### src/rtl/io_cfg_pkg.sv
// io_cfg_pkg
//   Shared definitions for the I/O-tile configuration frame loader:
//   - io_cfg_state_t   : loader FSM states
//   - IO_CFG_NUM_TILES : default number of I/O tiles on one grid side
//   - IO_CFG_ADDR_W    : default per-tile configuration address width
//   - io_cfg_tile_w()  : tile-counter width derived from the tile count
//   - io_cfg_one_hot() : one-hot enable vector for a tile index
package io_cfg_pkg;

  localparam int IO_CFG_NUM_TILES = 4;
  localparam int IO_CFG_ADDR_W    = 4;

  // Widest enable vector the one-hot helper can produce; callers size it down.
  localparam int IO_CFG_MAX_TILES = 32;

  typedef enum logic [2:0] {
    S_IDLE,
    S_WAIT_BIT,
    S_SETUP,
    S_STROBE,
    S_HOLD,
    S_DONE,
    S_ERR
  } io_cfg_state_t;

  // A single tile still needs a 1-bit counter so the port stays legal.
  function automatic int io_cfg_tile_w(input int num_tiles);
    return (num_tiles > 1) ? $clog2(num_tiles) : 1;
  endfunction

  function automatic logic [IO_CFG_MAX_TILES-1:0] io_cfg_one_hot(input logic [7:0] idx);
    logic [IO_CFG_MAX_TILES-1:0] vec;
    vec = '0;
    for (int i = 0; i < IO_CFG_MAX_TILES; i++) begin
      vec[i] = (idx == 8'(i));
    end
    return vec;
  endfunction

endpackage

### src/rtl/io_cfg_bit_counter.sv
// io_cfg_bit_counter
//   Position of the next configuration bit in the stream: address within
//   the tile (low digit) and tile index (high digit).
//   Ports:
//     prog_clk, prog_reset_n : clock, synchronous active-low reset
//     clear                  : restart at tile 0, address 0
//     incr                   : advance one bit (address wraps into tile)
//     addr_cnt, tile_cnt     : current address / tile
//     is_final               : current position is the last bit of the stream
module io_cfg_bit_counter
  import io_cfg_pkg::*;
#(
  parameter int NUM_TILES = IO_CFG_NUM_TILES,
  parameter int ADDR_W    = IO_CFG_ADDR_W,
  localparam int TILE_W   = io_cfg_tile_w(NUM_TILES)
) (
  input  logic              prog_clk,
  input  logic              prog_reset_n,
  input  logic              clear,
  input  logic              incr,
  output logic [ADDR_W-1:0] addr_cnt,
  output logic [TILE_W-1:0] tile_cnt,
  output logic              is_final
);

  // The tile count need not be a power of two, so the top tile is explicit.
  localparam logic [TILE_W-1:0] TILE_LAST = TILE_W'(NUM_TILES - 1);

  logic addr_at_max;

  assign addr_at_max = (addr_cnt == '1);
  assign is_final    = addr_at_max && (tile_cnt == TILE_LAST);

  // NOTE: sequential state uses non-blocking assignments so every register
  // samples the pre-edge values, independent of statement order.
  always_ff @(posedge prog_clk) begin
    if (!prog_reset_n) begin
      addr_cnt <= '0;
      tile_cnt <= '0;
    end else if (clear) begin
      addr_cnt <= '0;
      tile_cnt <= '0;
    end else if (incr) begin
      addr_cnt <= addr_cnt + ADDR_W'(1);
      if (addr_at_max) begin
        tile_cnt <= (tile_cnt == TILE_LAST) ? '0 : tile_cnt + TILE_W'(1);
      end
    end
  end

endmodule

### src/rtl/io_cfg_frame_loader.sv
// io_cfg_frame_loader
//   Accepts a serial configuration bitstream over valid/ready and writes it
//   bit by bit into the I/O tiles of one grid side. Each bit is presented on
//   the shared address/data_in bus, then strobed into one tile with a single
//   cycle one-hot enable pulse framed by quiet cycles on either side.
//   Ports:
//     prog_clk, prog_reset_n     : clock, synchronous active-low reset
//     start                      : begin a load (ignored while busy)
//     bs_valid/bs_data/bs_last   : bitstream input, bs_last on the final bit
//     bs_ready                   : a bit is accepted this cycle
//     enable                     : one-hot per-tile write strobe
//     address, data_in           : shared configuration bus
//     busy, done, error          : load in progress / completed / aborted
module io_cfg_frame_loader
  import io_cfg_pkg::*;
#(
  parameter int NUM_TILES = IO_CFG_NUM_TILES,
  parameter int ADDR_W    = IO_CFG_ADDR_W,
  localparam int TILE_W   = io_cfg_tile_w(NUM_TILES)
) (
  input  logic                 prog_clk,
  input  logic                 prog_reset_n,
  input  logic                 start,
  input  logic                 bs_valid,
  input  logic                 bs_data,
  input  logic                 bs_last,
  output logic                 bs_ready,
  output logic [NUM_TILES-1:0] enable,
  output logic [ADDR_W-1:0]    address,
  output logic                 data_in,
  output logic                 busy,
  output logic                 done,
  output logic                 error
);

  io_cfg_state_t        state;
  logic                 cnt_clear;
  logic                 cnt_incr;
  logic [ADDR_W-1:0]    addr_cnt;
  logic [TILE_W-1:0]    tile_cnt;
  logic                 is_final;
  logic [NUM_TILES-1:0] strobe_vec;
  logic                 can_start;

  io_cfg_bit_counter #(
    .NUM_TILES (NUM_TILES),
    .ADDR_W    (ADDR_W)
  ) u_bit_counter (
    .prog_clk     (prog_clk),
    .prog_reset_n (prog_reset_n),
    .clear        (cnt_clear),
    .incr         (cnt_incr),
    .addr_cnt     (addr_cnt),
    .tile_cnt     (tile_cnt),
    .is_final     (is_final)
  );

  assign strobe_vec = NUM_TILES'(io_cfg_one_hot(8'(tile_cnt)));
  assign can_start  = (state == S_IDLE) || (state == S_DONE) || (state == S_ERR);

  always_comb begin
    // NOTE: every combinational output gets a default before any condition,
    // so no path can leave a value held and infer a latch.
    cnt_clear = 1'b0;
    cnt_incr  = 1'b0;
    if (start && can_start) cnt_clear = 1'b1;
    // Advance in HOLD: is_final is still judged on the bit just written.
    if (state == S_HOLD)    cnt_incr  = 1'b1;
  end

  // All outputs are registered, so the tile inputs only ever see clean edges.
  always_ff @(posedge prog_clk) begin
    if (!prog_reset_n) begin
      state    <= S_IDLE;
      enable   <= '0;
      address  <= '0;
      data_in  <= 1'b0;
      bs_ready <= 1'b0;
      busy     <= 1'b0;
      done     <= 1'b0;
      error    <= 1'b0;
    end else begin
      case (state)
        S_IDLE, S_DONE, S_ERR: begin
          if (start) begin
            state    <= S_WAIT_BIT;
            bs_ready <= 1'b1;
            busy     <= 1'b1;
            done     <= 1'b0;
            error    <= 1'b0;
          end
        end
        S_WAIT_BIT: begin
          // bs_ready is high throughout this state, so bs_valid is the handshake.
          if (bs_valid) begin
            data_in  <= bs_data;
            address  <= addr_cnt;
            bs_ready <= 1'b0;
            if (bs_last == is_final) begin
              state <= S_SETUP;
            end else begin
              // Stream length disagrees with the grid: abort without writing.
              state <= S_ERR;
              busy  <= 1'b0;
              error <= 1'b1;
            end
          end
        end
        S_SETUP: begin
          state  <= S_STROBE;
          enable <= strobe_vec;
        end
        S_STROBE: begin
          state  <= S_HOLD;
          enable <= '0;
        end
        S_HOLD: begin
          if (is_final) begin
            state <= S_DONE;
            busy  <= 1'b0;
            done  <= 1'b1;
          end else begin
            state    <= S_WAIT_BIT;
            bs_ready <= 1'b1;
          end
        end
        default: begin
          state    <= S_IDLE;
          enable   <= '0;
          bs_ready <= 1'b0;
          busy     <= 1'b0;
        end
      endcase
    end
  end

endmodule

### config.mk
export PLATFORM = sky130hd
export DESIGN_NAME = io_cfg_frame_loader
export DESIGN_NICKNAME = d
export VERILOG_FILES = /design/src/rtl/io_cfg_pkg.sv /design/src/rtl/io_cfg_bit_counter.sv /design/src/rtl/io_cfg_frame_loader.sv
export SDC_FILE = /design/constraint.sdc
export NUM_CORES = 1
export LEC_CHECK = 0
export ABC_AREA = 0
export CAP_MARGIN = 20
export CORE_ASPECT_RATIO = 2
export CORE_MARGIN = 8
export CORE_UTILIZATION = 35
export CTS_CLUSTER_SIZE = 10
export DETAILED_ROUTE_END_ITERATION = 10
export PLACE_DENSITY_LB_ADDON = 0.08
export SLEW_MARGIN = 5
export SYNTH_ARGS = -nofsm -noshare
export SYNTH_HDL_FRONTEND = slang
export SYNTH_SLANG_ARGS = --single-unit
### constraint.sdc
create_clock -name prog_clk -period 1.55 [get_ports prog_clk]
set_input_delay 0.155 -clock prog_clk [delete_from_list [all_inputs] [get_ports prog_clk]]
set_output_delay 0.155 -clock prog_clk [all_outputs]
set_load 0.05 [all_outputs]
[Word level (Yosys, flattened, before mapping)]
Index checks and enable logic that the tools add are counted.
Storage, ports and cells
  bits in registers: 22
  input port bits: 6
  output and inout port bits: 13
  logic and storage cells: 72
Operators by class
  $add $sub $neg: 2
  equality and inequality tests: 16
  multiplexer cells: 23
  bitwise logic cells: 2
  reductions and logical operators: 19
Operators with widths (count)
  one-hot mux 3 bit (5 select lines): 1
  2-to-1 mux 1 bit: 12
  2-to-1 mux 3 bit: 4
  inequality test 2 bit (second input constant): 5
  == test 3 bit (second input constant): 3
  one-hot mux 1 bit (4 select lines): 2
  one-hot mux 4 bit (2 select lines): 1
  AND reduction 4 bit: 2
  == test 3 x 2 -> 1 bit (second input constant): 2
  AND reduction 2 bit: 3
  AND reduction 5 bit: 1
  OR reduction 5 bit: 1
  adder 4 x 1 -> 4 bit (second input constant): 1
  == test 2 bit (second input constant): 2
  == test 4 bit (second input constant): 1
  one-hot mux 1 bit (2 select lines): 2
  nonzero test 2 bit: 2
  OR reduction 2 bit: 2
  == test 3 x 1 -> 1 bit (second input constant): 1
  logical NOT 3 bit: 1
  AND reduction 3 bit: 1
  OR reduction 3 bit: 1
  adder 2 x 1 -> 2 bit (second input constant): 1
  == test 2 x 1 -> 1 bit (second input constant): 1
  other kinds (6): 9

[Longest topological paths before layout]
  word-level depth: 6
  depth in mapped cells: 6
  mapped depth without buffers: 5

[By module]
A second synthesis with hierarchy kept.
Unflattened totals
  cells, all modules: 123
  area total of the unflattened synthesis: 1113.6 um^2
Modules (own cells, without submodules)
  io_cfg_frame_loader: times used 1, cells each 94, area each 804.5 um^2, seq. area each 320.3 um^2
  io_cfg_bit_counter: times used 1, cells each 29, area each 309.0 um^2, seq. area each 120.1 um^2

[Worst setup path before layout]
Ideal clock, no wire load.
  kind: flip-flop to flip-flop
  from: register u_bit_counter.addr_cnt[0]
  to: register busy
  setup time: 87 ps
  data arrival time: 1492 ps
  data required time: 1463 ps
  setup slack: -29 ps
  cell stages (with the launch flop): 6
  path buffers: 0
  clock period less this slack: 1579 ps
  path through: dfxtp_1 ha_1 nand4_4 xor2_1 mux2_4 nor4b_2
Between the ends
  word-level cells in the longest chain between the ends: 5
  elaborated cells on any way between the ends: 6
  those cells by class: eq/ne (4); reduce/logical (2)
RTL lines
  from (decl): RTL line io_cfg_bit_counter.sv:21  | output logic [ADDR_W-1:0] addr_cnt,
  from (signal assigned): RTL line io_cfg_bit_counter.sv:44  | addr_cnt <= addr_cnt + ADDR_W'(1);
  == test 4 bit (*): RTL line io_cfg_bit_counter.sv:31  | assign addr_at_max = (addr_cnt == '1);
  logical AND 1 bit (*): RTL line io_cfg_bit_counter.sv:32  | assign is_final = addr_at_max && (tile_cnt == TILE_LAST);
  == test 1 bit: RTL line io_cfg_frame_loader.sv:99  | if (bs_last == is_final) begin
  inequality test 2 bit (no source line)
  AND reduction 5 bit (no source line) (*)
  to (signal assigned): RTL line io_cfg_frame_loader.sv:104  | busy <= 1'b0;
  to (signal assigned): RTL line io_cfg_frame_loader.sv:120  | busy <= 1'b0;
  to (signal assigned): RTL line io_cfg_frame_loader.sv:131  | busy <= 1'b0;
  to (decl): RTL line io_cfg_frame_loader.sv:31  | output logic busy,
Every way passes the cells marked *; elsewhere a longest branch is shown, timed or not.
A chain may end at the register's enable or synchronous reset.

[Worst setup path in the final report]
Ends and elaborated chain as after synthesis.

==> qor.yml <==
crit_chain: "ha_2 -> nand4_4 -> xor2_4 -> mux2_4 -> nor4b_2"
synth_edf_count: 0
relSlewSlack_pct: 79.9
internal_power_mw: 1.09
core_area_sq_um: 3380
yosysMostFrequentCell: "dfxtp_1"
cp.arrival_ns: 1.67
final_core_util_pct: 49.9
placed_area_sq_um: 1570
critPathMaxFanout: 3
fin_crit_sh_pct: 96.1
finClkSkew_ns: 0.00184
outcome: "finished clean"
worstHoldStart: "bs_data"
fin_tns_setup_ns: 0
track_usage_pct: 11.5
ff2ff_setup_slack_ns: 0.06
clk_pin_slew_ns: 0.08
start_util_pct: 36.4
synth_xor_area_share_pct: 3.56
crit_buf_inv: 0
drive_gt1_share_pct: 33.7
hp-class: "in2reg"
dp_hpwl_um: 2490
synth_top_family_by_area: "simple AND/OR/NAND/NOR gates"
swShare_pct: 27.3
seqPwrFrac_pct: 40.9
seq_area_frac_synth_pct: 35.8
htree_levels: 1
syn_area_per_cell_sq_um: 9.17
synth_cells: 134
vias: 1089
reg2reg_from: "u_bit_counter.addr_cnt[0]$_SDFFE_PP0P_"
die-height_um: 99.8
cts_root_buf: "clkbuf_8"
final.min_clock_period_ns: 1.49
vias_per_cell: 5.34
clock_path_buffers: 2
setup_viol: 0
clkPwrFrac_pct: 35.8
gp_congestion: 0.863
worstRegToRegCells: 5
endpoint_kind: "register"
netlist.area_leader.share_pct: 35.8
p_per_area_nw_per_um2: 893
fmax_mhz: 671
first_iter_violations: 15
pre_cts_ws_ns: 0.00593
multiInputGateArea_sq_um: 744
muxShareOfSynthArea_pct: 6.92
ir_drop_mv: 0.524
cts_tree: "built"
worstReg2RegEnd: "busy$_SDFFE_PN0P_"
grt_pass1_vias: 1155
synthArstFlopShare_pct: 0
synth_compound_area_share_pct: 14.7
ios: 19
worst_setup_path_start_kind: "register"
p_leak_nw: 0.700
ys_ff_latch: 22
hold_violations: 0
antenna_found_initial: 0
dieArea_sq_um: 5780
synth_area_leaders: "dfxtp_1 36%, mux2i_1 5.7%, ha_1 5.1%, nor2b_1 4.6%, nor2_1 3.7%"
grt_pass1_wl_um: 5280
yosysUniqueCellTypes: 45
fill_cells: 328
yosysTopAreaCell: "dfxtp_1"
fin_ws_ns: 0.0599
synthAdderAreaFrac_pct: 6.72
critical_path_class: "reg2reg"
cpLargestDelayFamily: "flip-flops"
rsz0062_at_grt: "no"
hold_ws_ns: 0.510
final_cell_area_sq_um: 1690
clock_sink_count: 22
synth-simple-area-share_pct: 26.0
syn_area_sq_um: 1230
antenna_left: 0
whs_path_depth: 3
rows: 30
critical-path-slowest-cell: "dfxtp_1"
final_net_count: 184
ys.flop_type: "dfxtp_1"
io_buffers: 18
wl_per_cell_um: 15.3
worstMarginPinSlew_ns: 0.299
slew_viol_final: 0
seq_area_sq_um: 447
yosys_warnings: 0
hold_end: "data_in$_SDFFE_PN0P_"
diodes: 0
syn_nets: 145
wl_um: 3130
die_w_um: 57.9
netSwitchingPower_mw: 0.411
synthTopCellsByCount: "22 x dfxtp_1, 12 x nor2_1, 9 x nor2b_1, 8 x a21oi_1, 8 x inv_1"
clk_latency_ns: 0.26
grt_max_degree: 14
numCtsBuffers: 3
dr.pass1.iters: 4
maxCapViolCount: 0
hold_buffers: 0
drc: 0
cp_slowest_stage_delay_ns: 0.34
grt_overflow: 0
cp_data_required_time_ns: 1.73
power_frac_comb_pct: 23.3
synthToLayoutAreaGrowth_pct: 37.2
-- per-stage QoR --
| step | power, mW | std cells |
|---|---|---|
| after floorplan | 0.852 | 134 |
| after global placement | 0.975 | 199 |
| after detailed placement | 0.979 | 199 |
| after CTS | 1.53 | 203 |
| after global routing | 1.58 | 204 |
| final | 1.50 | 204 |
-- cell type report --
class                           instances  area share [%]
Clock buffer                            3            2.45
Clock inverter                          1            1.78
Inverter                                8            1.78
Multi-Input combinational cell         96            44.2
Sequential cell                        22            26.5
Tap cell                               32            2.38
Timing Repair Buffer                   42            20.9
-- state kept, by name, summed over array words and instances (netlist names) --
name / count
done: 1
enable: 4
address: 4
bs_ready: 1
data_in: 1
u_bit_counter.tile_cnt: 2
u_bit_counter.addr_cnt: 4
error: 1
state: 3
busy: 1
-- layout by cell type (no fill, tap or decap), types with 2 or more instances in the layout --
master / count
a21oi_1: 8
a22oi_1: 4
xor2_1: 3
dfxtp_1: 17
and2_1: 3
buf_12: 2
o21ai_0: 4
nand2b_1: 2
nor3_1: 3
mux2i_1: 7
ha_1: 3
nand2_1: 5
buf_4: 35
clkbuf_8: 3
nor2b_1: 9
nor2_1: 12
clkdlybuf4s50_1: 5
o22ai_1: 3
maj3_1: 2
dfxtp_2: 5
inv_1: 8
-- metal layers --
metal  GRT usage, %  vias up  wire, um
met5              0        -         0
met4           6.65        0        94
met3           2.44        8       109
met2           19.9       24      1620
met1           12.4      513      1300
li1               -      544         -
-- what timing repair did --
item | CTS | global route
pin swaps | 0 | 2
endpoints found under the setup margin | 2 | 7
gates resized for setup | 2 | 7
setup buffers | 0 | 1
endpoints found under the hold margin | 0 | 0
-- how the worst max path moves through the flow --
stage	start	end	slack, ns	cells past startpoint
floorplan	u_bit_counter.addr_cnt[0]$_SDFFE_PP0P_	busy$_SDFFE_PN0P_	0.02	5
global placement	state[0]$_SDFFE_PN0P_	u_bit_counter.tile_cnt[1]$_SDFFE_PP0P_	0.04	6
detailed placement	u_bit_counter.tile_cnt[0]$_SDFFE_PP0P_	busy$_SDFFE_PN0P_	0.006	5
CTS	u_bit_counter.tile_cnt[0]$_SDFFE_PP0P_	busy$_SDFFE_PN0P_	0.0005	5
global route	u_bit_counter.addr_cnt[0]$_SDFFE_PP0P_	busy$_SDFFE_PN0P_	0.004	5
finish	u_bit_counter.addr_cnt[0]$_SDFFE_PP0P_	busy$_SDFFE_PN0P_	0.06	5
-- power by group through the flow --
stage / Sequential (mW) / Clock (mW) / Combinational (mW)
4_1_cts: 0.615 / 0.560 / 0.353
6_report: 0.616 / 0.539 / 0.350
3_5_place_dp: 0.627 / 0 / 0.351
2_1_floorplan: 0.661 / 0 / 0.191
5_1_grt: 0.620 / 0.583 / 0.381
3_3_place_gp: 0.627 / 0 / 0.348
-- worst min-delay path: cells and delay by family --
family,cells,cell delay (ns)
buf+inv,1,0.39
mux,1,0.13
simple gates,1,0.06
-- cells by family (layout without fill, tap and decap cells) --
group           Yosys count  in the layout
simple gates             48             48
xor+xnor                  5              5
compound gates           28             28
buf+inv                  16             54
fa+ha+maj                 7              7
mux                       8              8
flops                    22             22
(Power assumes the default switching activity.)
